$ cat src/rtl/avalon_addr_bridge.sv
// avalon_addr_bridge: registered one-deep Avalon-MM bridge from the CPU master
// port to the bench RAM slave. Addresses inside the BASE_ADDR window are
// rebased to zero and forwarded. Out-of-window, misaligned or malformed
// requests are completed locally and flagged. Transaction and slave stall
// counters are kept for bench logging.
module avalon_addr_bridge #(
  parameter logic [31:0] BASE_ADDR    = 32'hBFC00000,
  parameter logic [31:0] SPAN         = 32'h00010000,
  parameter logic [31:0] ERR_READDATA = 32'h00000000
) (
  input  logic        clk,
  input  logic        reset,
  input  logic [31:0] m_address,
  input  logic        m_read,
  input  logic        m_write,
  input  logic [31:0] m_writedata,
  input  logic [3:0]  m_byteenable,
  output logic        m_waitrequest,
  output logic [31:0] m_readdata,
  output logic [31:0] s_address,
  output logic        s_read,
  output logic        s_write,
  output logic [31:0] s_writedata,
  output logic [3:0]  s_byteenable,
  input  logic        s_waitrequest,
  input  logic [31:0] s_readdata,
  output logic        range_error,
  output logic        proto_error,
  output logic [31:0] err_address,
  output logic [31:0] txn_count,
  output logic [15:0] stall_count
);

  typedef enum logic [1:0] {IDLE, FWD, RESP, ERR} state_t;

  state_t      state;
  state_t      state_nxt;
  logic [31:0] off;
  logic        req;
  logic        bad_proto;
  logic        bad_range;
  logic        err_seen;
  logic [31:0] rdata_q;

  // Stall counter saturates rather than wrapping so long stalls stay visible.
  function automatic logic [15:0] sat_inc16(input logic [15:0] v);
    return (v == 16'hFFFF) ? v : v + 16'd1;
  endfunction

  // Offset computed with 32-bit wrap: addresses below BASE_ADDR become huge
  // offsets and fall out of the window naturally.
  assign off       = m_address - BASE_ADDR;
  assign req       = m_read | m_write;
  assign bad_proto = m_read & m_write;
  assign bad_range = (off >= SPAN) || (m_address[1:0] != 2'b00);
  assign err_seen  = range_error | proto_error;

  // Master response is decoded from state; only the completion cycles release it.
  assign m_waitrequest = !((state == RESP) || (state == ERR));
  assign m_readdata    = (state == ERR) ? ERR_READDATA : rdata_q;

  // State register.
  always_ff @(posedge clk) begin
    if (reset) state <= IDLE;
    else       state <= state_nxt;
  end

  // Next-state decode.
  always_comb begin
    state_nxt = state;
    case (state)
      IDLE: begin
        if (req) begin
          if (bad_proto || bad_range) state_nxt = ERR;
          else                        state_nxt = FWD;
        end
      end
      FWD:     if (!s_waitrequest) state_nxt = RESP;
      RESP:    state_nxt = IDLE;
      ERR:     state_nxt = IDLE;
      default: state_nxt = IDLE;
    endcase
  end

  // Slave request registers, captured read data, error flags and counters.
  always_ff @(posedge clk) begin
    if (reset) begin
      s_address    <= '0;
      s_read       <= 1'b0;
      s_write      <= 1'b0;
      s_writedata  <= '0;
      s_byteenable <= '0;
      rdata_q      <= '0;
      range_error  <= 1'b0;
      proto_error  <= 1'b0;
      err_address  <= '0;
      txn_count    <= '0;
      stall_count  <= '0;
    end else begin
      case (state)
        IDLE: begin
          if (req) begin
            if (bad_proto) begin
              proto_error <= 1'b1;
              if (!err_seen) err_address <= m_address;
            end else if (bad_range) begin
              range_error <= 1'b1;
              if (!err_seen) err_address <= m_address;
            end else begin
              s_address    <= off;
              s_read       <= m_read;
              s_write      <= m_write;
              s_writedata  <= m_writedata;
              s_byteenable <= m_byteenable;
            end
          end
        end
        FWD: begin
          if (s_waitrequest) begin
            stall_count <= sat_inc16(stall_count);
          end else begin
            if (s_read) rdata_q <= s_readdata;
            s_read  <= 1'b0;
            s_write <= 1'b0;
          end
        end
        RESP:    txn_count <= txn_count + 32'd1;
        ERR:     txn_count <= txn_count + 32'd1;
        default: ;
      endcase
    end
  end

endmodule

$ cat config.mk
export PLATFORM = sky130hd
export DESIGN_NAME = avalon_addr_bridge
export DESIGN_NICKNAME = d
export VERILOG_FILES = /design/src/rtl/avalon_addr_bridge.sv
export SDC_FILE = /design/constraint.sdc
export NUM_CORES = 1
export LEC_CHECK = 0
export ABC_CLOCK_PERIOD_IN_PS = 2700
export BUFFER_PORTS_ARGS = -buffer_cell sky130_fd_sc_hd__buf_2
export CELL_PAD_IN_SITES_DETAIL_PLACEMENT = 1
export CELL_PAD_IN_SITES_GLOBAL_PLACEMENT = 2
export CORE_MARGIN = 10
export CORE_UTILIZATION = 28
export DETAILED_ROUTE_END_ITERATION = 6
export PLACE_DENSITY = 0.78
export SYNTH_ARGS = -nofsm -noshare
export SYNTH_HDL_FRONTEND = slang
export SYNTH_SLANG_ARGS = --single-unit
$ cat constraint.sdc
create_clock -name clk -period 2.7 [get_ports clk]
set_input_delay 0.54 -clock clk [delete_from_list [all_inputs] [get_ports clk]]
set_output_delay 0.54 -clock clk [all_outputs]
set_load 0.05 [all_outputs]
# Word-level counts from Yosys, hierarchy flattened
# Index checks and enable logic that the tools add are counted.
# word_totals
register_bits,186
latch_bits,0
ramBits,0
rom_bits,0
inputBits,105
output_inout_bits,185
word_cells,65
n_memories,0
# op_classes
n_addsub,3
n_mul,0
div,0
order_cmp,1
n_eq_ne,8
shifts,0
n_mux,17
bitwise_logic,7
reduce_logical,17
# ops
operator,n
$mux 32,4
$add 32x1->32 const B,1
$ge 32x17->1 const B,1
$sub 32x32->32 const B,1
$add 16x1->16 const B,1
$eq 16x16->1 const B,1
$reduce_and 3->1,4
$ne 2x2->1 const B,4
$reduce_and 4->1,2
$mux 1,7
$mux 2,3
$pmux 2 s3,1
$reduce_bool 2->1,3
$reduce_and 5->1,1
$eq 2x2->1 const B,2
$not 1->1,4
$pmux 1 s2,2
$logic_or 1x1->1,3
$eq 2x1->1 const B,1
$logic_not 2->1,1
$or 1x1->1,2
$reduce_and 2->1,1
$reduce_or 2->1,1
$and 1x1->1,1
$logic_not 1->1,1

# Depth between registers and ports, before layout
# Gate-level depths: netlist of the first run.
# depth
word_depth,7
mapped_depth,8

# Worst setup path after synthesis of the first run
# No wires, ideal clock.
# synth_path
kind,reg-to-reg
startpoint,register txn_count[7]
endpoint,register txn_count[28]
setup_time_ps,70
arrival_time_ps,2401
path_slack_ps,229
path_stages_with_launch,8
n_path_buf,2
path_cell_list,dfxtp_1 and4_1 buf_4 nand4_2 or4_1 clkbuf_1 or3_1 a21oi_1
# synth_between
elab_chain_cells,1
# synth_lines
item,line,rtl
start: declaration,30,"output logic [31:0] txn_count,"
start signal: assignment,127,RESP: txn_count <= txn_count + 32'd1;
start signal: assignment,128,ERR: txn_count <= txn_count + 32'd1;
$add 32x1->32,"127, 128",
# No other way between the ends.
# A chain may end at the register's enable or synchronous reset.

# Final worst setup path of the first run
# layout_path
startpoint,register state[1]
endpoint,output m_readdata[3]
# layout_between
elab_chain_cells,2
# layout_lines
item,line,rtl
start: declaration,36,state_t state;
start signal: assignment,65,else state <= state_nxt;
$eq 2x2->1,60,assign m_readdata = (state == ERR) ? ERR_READDATA : rdata_q;
$mux 32,60,
end: declaration,19,"output logic [31:0] m_readdata,"
# No other way between the ends.

==> run metrics, run 1 <==
CP Data Arrival Time 1.74 ns; Num Clock Sinks 186; outcome finished, final reports clean; path depth of the worst reg2reg path 5; Die X 185 um; final clock skew 0.0138 ns; clk slew on worst S/H paths 0.08 ns; Hold Path Origin m_byteenable[2]; GRT Resource Usage Total 0.143; worst r2r src txn_count[8]$_SDFFE_PP0N_; top-area cell type share of the netlist area 0.486; first-pass GRT wire length 39,500 um; post-synthesis sequential area ratio 0.486; Worst-Skew Late Latency 0.43 ns; DIE AREA 34,400 um^2; Synth Cell Area 7670 um^2; register bit count reported by yosys 186; Setup TNS Final 0 ns; worst hold path class in2reg; clock root buffer clkbuf_16; remaining antenna violation count after routing 0; Core Box Area 27,000 um^2; Max Fclk 439 MHz; fin crit period 2.28 ns; hold_buf cts 0; iteration count of the initial detailed-routing pass 4; Reg power frac 0.472; Worst Path Required 2.16 ns; Final #Nets 1,229; Area growth syn-to-layout 31.6%; number of synthesized flops with an enable pin 0; Net Sw Frac 0.288; Clock Power Share 0.416; Crit Path Class reg2out; Sw Pwr 1.74 mW; post-CTS setup buffers 0; vias in the first global route 7,081; TritonCTS clock tree built; Synth Instances 842; Worst slew margin 0.446; CP startpoint kind flop; WL/cell 17.0 um; crit end category output pin; Synth area leaders dfxtp_1 (49%), mux2i_1 (9.1%), nand2b_1 (5.4%); Congestion Overflow GR 0; VDD IR max 0.313 mV; Diodes inserted 0; yosys warns 0; final wirelength 25,000 um; global placement routability congestion 0.742; reg2reg setup slack 0.42 ns; Initial Util 0.285; leakage power 4.70 nW; crit share post-route 0.844; # rows 60; detailed placer's ending HPWL 18,700 um; largest net degree at the start of global routing 84; Power Dens Cells 598 nW/um^2; # IOs 290; RSZ-0062 raised after global routing no; Resized Gates After CTS 0; Mean Syn Cell Area 9.11 um^2; htree depth 4; DR vias 6,805; die outline height 185 um; Int Pwr 4.30 mW; Mapped Nets 953; vias per cell 4.62; violation count after the first detailed-route iteration 306; Worst Hold Slack 0.337 ns; setup violators final 0; Max Cap Viol 0; Final Max Tran Viols 0; worst r2r dst txn_count[28]$_SDFFE_PP0N_; ys flop type dfxtp_1; Worst-Margin Slew 0.830 ns; # DRC 0; part of the power in combinational logic 0.112; largest area contributor in the netlist dfxtp_1; WHS Endpoint s_byteenable[2]$_SDFFE_PP0P_; Synth async-reset ratio 0; Fillers 3,222; Fin. Hold Viols 0; CTS Buffer Depth 2; layout cell share with drive strength beyond 1 0.310; Critical Path Fanout Max 32; cell count of the worst hold path 3; number of port buffers 289; Synth cell types 47; initial antenna violation count 0; CTS buffer count 17
-- sequential cells by signal, indices dropped and copies added, names as in the netlist, 2 cells and up --
name          flops
err_address      32
rdata_q          32
s_address        32
s_byteenable      4
s_writedata      32
stall_count      16
state             2
txn_count        32
-- routing by layer --
metal	share of wire	wire length, um	up-vias	track usage
li1	-	-	3389	-
met1	0.43	10800	3240	0.170
met2	0.48	12100	163	0.241
met3	0.074	1860	13	0.0513
met4	0.010	256	0	0.0335
met5	0	0	-	0
-- final cells by class --
class	instances	area (um^2)	area share
multi-input cells	594	3690	0.366
clock inverters	14	150	0.0149
clock buffers	18	439	0.0435
inverters	11	41.3	0.00409
well taps	341	427	0.0423
flip-flops and latches	186	3720	0.369
repair buffers	308	1620	0.161
-- synthesized netlist by cell type (2+ instances only) --
cell      instances
a31o_2            3
and3_1            9
nand2b_1         66
mux2i_1          70
buf_6             4
nand2_1          86
buf_2             4
nand4_1          11
a21oi_1          49
nand3_1          19
nor2b_1           2
nand3b_1         16
xnor2_1          27
xor2_1            9
nor4b_1           2
nor4_1           14
or3_1             8
nor3_1           11
nor2_1           84
o21ai_0          25
and4_1            6
inv_1            11
ha_1              6
clkbuf_1         40
and4b_1           2
buf_1             2
and2_1           50
dfxtp_1         186
a22oi_1           2
-- worst max path at each step --
stage                                          from                         end  slack (ns)  cells after the start
after floorplan           txn_count[7]$_SDFFE_PP0N_  txn_count[28]$_SDFFE_PP0N_        0.23                      7
after global placement                m_address[23]  s_address[29]$_SDFFE_PP0P_         0.1                      7
after detailed placement              m_address[23]   s_address[1]$_SDFFE_PP0P_        0.03                      7
after CTS                 txn_count[8]$_SDFFE_PP0N_  txn_count[28]$_SDFFE_PP0N_        0.38                      5
after global routing      txn_count[8]$_SDFFE_PP0N_  txn_count[28]$_SDFFE_PP0N_        0.21                      5
final                         state[1]$_SDFFE_PP0P_               m_readdata[3]        0.42                      4
-- worst max-delay path: stages (launching register included) --
cell	delay, ns
dfxtp_1	0.58
nand2_1	0.09
buf_4	0.24
and2_1	0.19
buf_2	0.21
-- cell usage in the layout (no fill, tap or decap), drive strengths merged, types with 3 or more instances in the layout --
master,count
nand3,19
clkbuf,18
clkinv,6
nand3b,16
nand2b,66
a31o,3
inv,18
ha,6
and4,6
a21oi,49
and2,50
xnor2,27
nand4,12
xor2,9
or3,8
buf,308
nor4,15
dfxtp,186
mux2i,70
o21ai,25
nor3,11
nor2,84
and3,9
nand2,86
-- stage by stage --
stage | worst slack, ns | cells | instance area, um^2 | util | power (mW)
after floorplan | 0.229 | 842 | 7670 | - | 3.36
after global placement | 0.0992 | 1440 | 9500 | 0.353 | 3.59
after detailed placement | 0.0320 | 1440 | 9500 | 0.353 | 3.60
after CTS | 0.375 | 1472 | 10100 | 0.375 | 6.16
after global routing | 0.209 | 1472 | 10100 | 0.375 | 6.32
final | 0.421 | 1472 | 10100 | 0.375 | 6.03
-- power by group through the flow --
stage / clock, mW / combinational [mW] / sequential, mW
floorplan: 0 / 0.254 / 3.11
global placement: 0 / 0.684 / 2.91
detailed placement: 0 / 0.689 / 2.91
CTS: 2.62 / 0.689 / 2.85
global route: 2.74 / 0.728 / 2.86
finish: 2.51 / 0.675 / 2.85
-- cells by family after synthesis --
logic type / synth area share
flops: 0.486
xor+xnor: 0.0411
fa+ha+maj: 0.00979
buf+inv: 0.0354
simple gates: 0.273
mux: 0.0914
compound gates: 0.0636
Power figures use the tool's default switching activity.
==> inputs of run 2 (changes only) <==
--- a/config.mk
+++ b/config.mk
@@ -5,7 +5,7 @@
 export SDC_FILE = /design/constraint.sdc
 export NUM_CORES = 1
 export LEC_CHECK = 0
-export ABC_CLOCK_PERIOD_IN_PS = 2700
+export ABC_CLOCK_PERIOD_IN_PS = 2300
 export BUFFER_PORTS_ARGS = -buffer_cell sky130_fd_sc_hd__buf_2
 export CELL_PAD_IN_SITES_DETAIL_PLACEMENT = 1
 export CELL_PAD_IN_SITES_GLOBAL_PLACEMENT = 2
==> constraint.sdc (replaced) <==
create_clock -name clk -period 2.3 [get_ports clk]
set_input_delay 0.46 -clock clk [delete_from_list [all_inputs] [get_ports clk]]
set_output_delay 0.46 -clock clk [all_outputs]
set_load 0.05 [all_outputs]
==> run 2 against run 1 <==
Net effect:
- non-clock buffer count increased by 30
- clock skew is 0.00068 ns higher
- largest cell class unchanged
- count of clock-buffer cells in the layout decreased by 1
==> run metrics, run 2 (synthesized netlist as in run 1, its figures left out) <==
Hold Path Origin m_writedata[24]; layout cell share with drive strength beyond 1 0.335 (+0.0247); htree depth 4 (unchanged); leakage power 4.87 nW (+3.7%); initial antenna violation count 2 (+2); path depth of the worst reg2reg path 6 (+1); DR vias 6,900 (+1.4%); detailed placer's ending HPWL 19,900 um (+6.1%); Crit Path Class reg2out; DIE AREA 34,400 um^2 (unchanged); Setup TNS Final 0 ns (unchanged); Worst slew margin 0.622 (+0.176); Congestion Overflow GR 0 (unchanged); Worst-Skew Late Latency 0.44 ns (about the same); finished layout cell area 10,400 um^2 (+2.9%); clock root buffer clkbuf_16; WL/cell 17.3 um (+2.1%); GRT Resource Usage Total 0.147 (+0.00396); Final #Nets 1,259 (+2.4%); most common cell after layout, fill and taps aside buf_2; cell count of the worst hold path 3 (unchanged); most frequent cells in the layout buf_2 (285), dfxtp_1 (179), nand2_1 (86); Fillers 3,259 (+1.1%); Die X 185 um (unchanged); CTS Buffer Depth 2 (unchanged); VDD IR max 0.487 mV (+56%); Max Cap Viol 0 (unchanged); die outline height 185 um (unchanged); # IOs 290 (unchanged); crit share post-route 0.955; Power Dens Cells 693 nW/um^2 (+16%); Core Box Area 27,000 um^2 (unchanged); remaining antenna violation count after routing 0 (unchanged); Num Clock Sinks 186 (unchanged); largest net degree at the start of global routing 94 (+12%); post-CTS setup buffers 0 (unchanged); # DRC 0 (unchanged); violation count after the first detailed-route iteration 227 (-26%); vias in the first global route 7,206 (+1.8%); iteration count of the initial detailed-routing pass 4 (unchanged); Final Max Tran Viols 0 (unchanged); fin crit period 2.20 ns; Worst-Margin Slew 0.567 ns (-0.263 ns); global placement routability congestion 0.768 (+3.5%); Area growth syn-to-layout 35.4%; Initial Util 0.285 (unchanged); TritonCTS clock tree built; CTS buffer count 17 (unchanged); setup violators final 0 (unchanged); Cell Area, Placed 9760 um^2 (+2.7%); reg2reg setup slack 0.19 ns (-0.23 ns); RSZ-0062 raised after global routing no; CP Data Arrival Time 1.74 ns (about the same); Max Fclk 455 MHz; final wirelength 26,100 um (+4.3%); worst r2r src txn_count[1]$_SDFFE_PP0N_; final clock skew 0.0144 ns (+0.000684 ns); outcome finished, final reports clean; vias per cell 4.59 (-0.76%); crit end category output pin; Worst Path Required 1.84 ns (-0.32 ns); # rows 60 (unchanged); Fin. Hold Viols 0 (unchanged); first-pass GRT wire length 40,100 um (+1.5%); WHS Endpoint s_writedata[24]$_SDFFE_PP0P_; worst hold path class in2reg; number of port buffers 289 (unchanged); worst r2r dst txn_count[28]$_SDFFE_PP0N_; fin util 0.385 (+0.0108); Power, Total 7.20 mW (+19%); clk slew on worst S/H paths 0.08 ns (about the same); CP startpoint kind flop; Critical Path Fanout Max 32 (unchanged)
run 2: repair_timing:
| item | in CTS | in global routing |
|---|---|---|
| setup endpoints to repair | 2 | 19 |
| pin swaps | 0 | 0 |
| hold buffers | 0 | 0 |
| gates resized for setup | 1 | 4 |
| gates cloned | 0 | 0 |
run 2: worst max-delay path, stage by stage (launching register included):
cell and delay (ns):
dfxtp_1 0.34, buf_4 0.20, nand2_1 0.08, buf_6 0.21, and2_1 0.19, buf_2 0.27
run 2: cell type report:
type                       count  area, um^2  share of cell area
antenna                        2        5.00            0.000482
inverter                      11        41.3             0.00398
clock buffer                  17         425              0.0410
sequential                   186        3730               0.359
timing repair buffer         338        1880               0.181
tap                          341         427              0.0411
multi-input combinational    594        3690               0.356
clock inverter                15         178              0.0171
run 2: metrics by stage:
| stage | cells | worst slack (ns) | hold WS [ns] |
|---|---|---|---|
| floorplan | 842 | -0.0307 | 0.432 |
| global placement | 1470 | -0.264 | 0.436 |
| detailed placement | 1470 | -0.351 | 0.443 |
| CTS | 1502 | 0.0565 | 0.224 |
| global route | 1504 | 0.00564 | 0.233 |
| finish | 1504 | 0.104 | 0.252 |
run 2: per-layer routing:
metal / GRT usage / wire length (um)
met1: 0.167 / 10900
met2: 0.260 / 13200
met3: 0.0390 / 1510
met4: 0.0517 / 412
met5: 0 / 0
run 2: how the worst max path moves through the flow:
| stage | from | slack [ns] | cells after the start | to |
|---|---|---|---|---|
| final | state[1]$_SDFFE_PP0P_ | 0.10 | 5 | m_readdata[27] |
| after global routing | state[1]$_SDFFE_PP0P_ | 0.006 | 5 | m_readdata[2] |
| after CTS | state[1]$_SDFFE_PP0P_ | 0.06 | 5 | m_readdata[27] |
| after detailed placement | m_address[22] | -0.35 | 8 | s_address[20]$_SDFFE_PP0P_ |
| after floorplan | m_address[22] | -0.03 | 8 | s_writedata[12]$_SDFFE_PP0P_ |
| after global placement | m_address[22] | -0.26 | 8 | s_address[27]$_SDFFE_PP0P_ |
run 2: power by group:
group	switching, mW	leakage (nW)	internal (mW)
logic	0.542	3.07	0.282
clock network	1.47	0.299	1.57
registers	0.0451	1.51	3.29
total	2.05	4.87	5.14
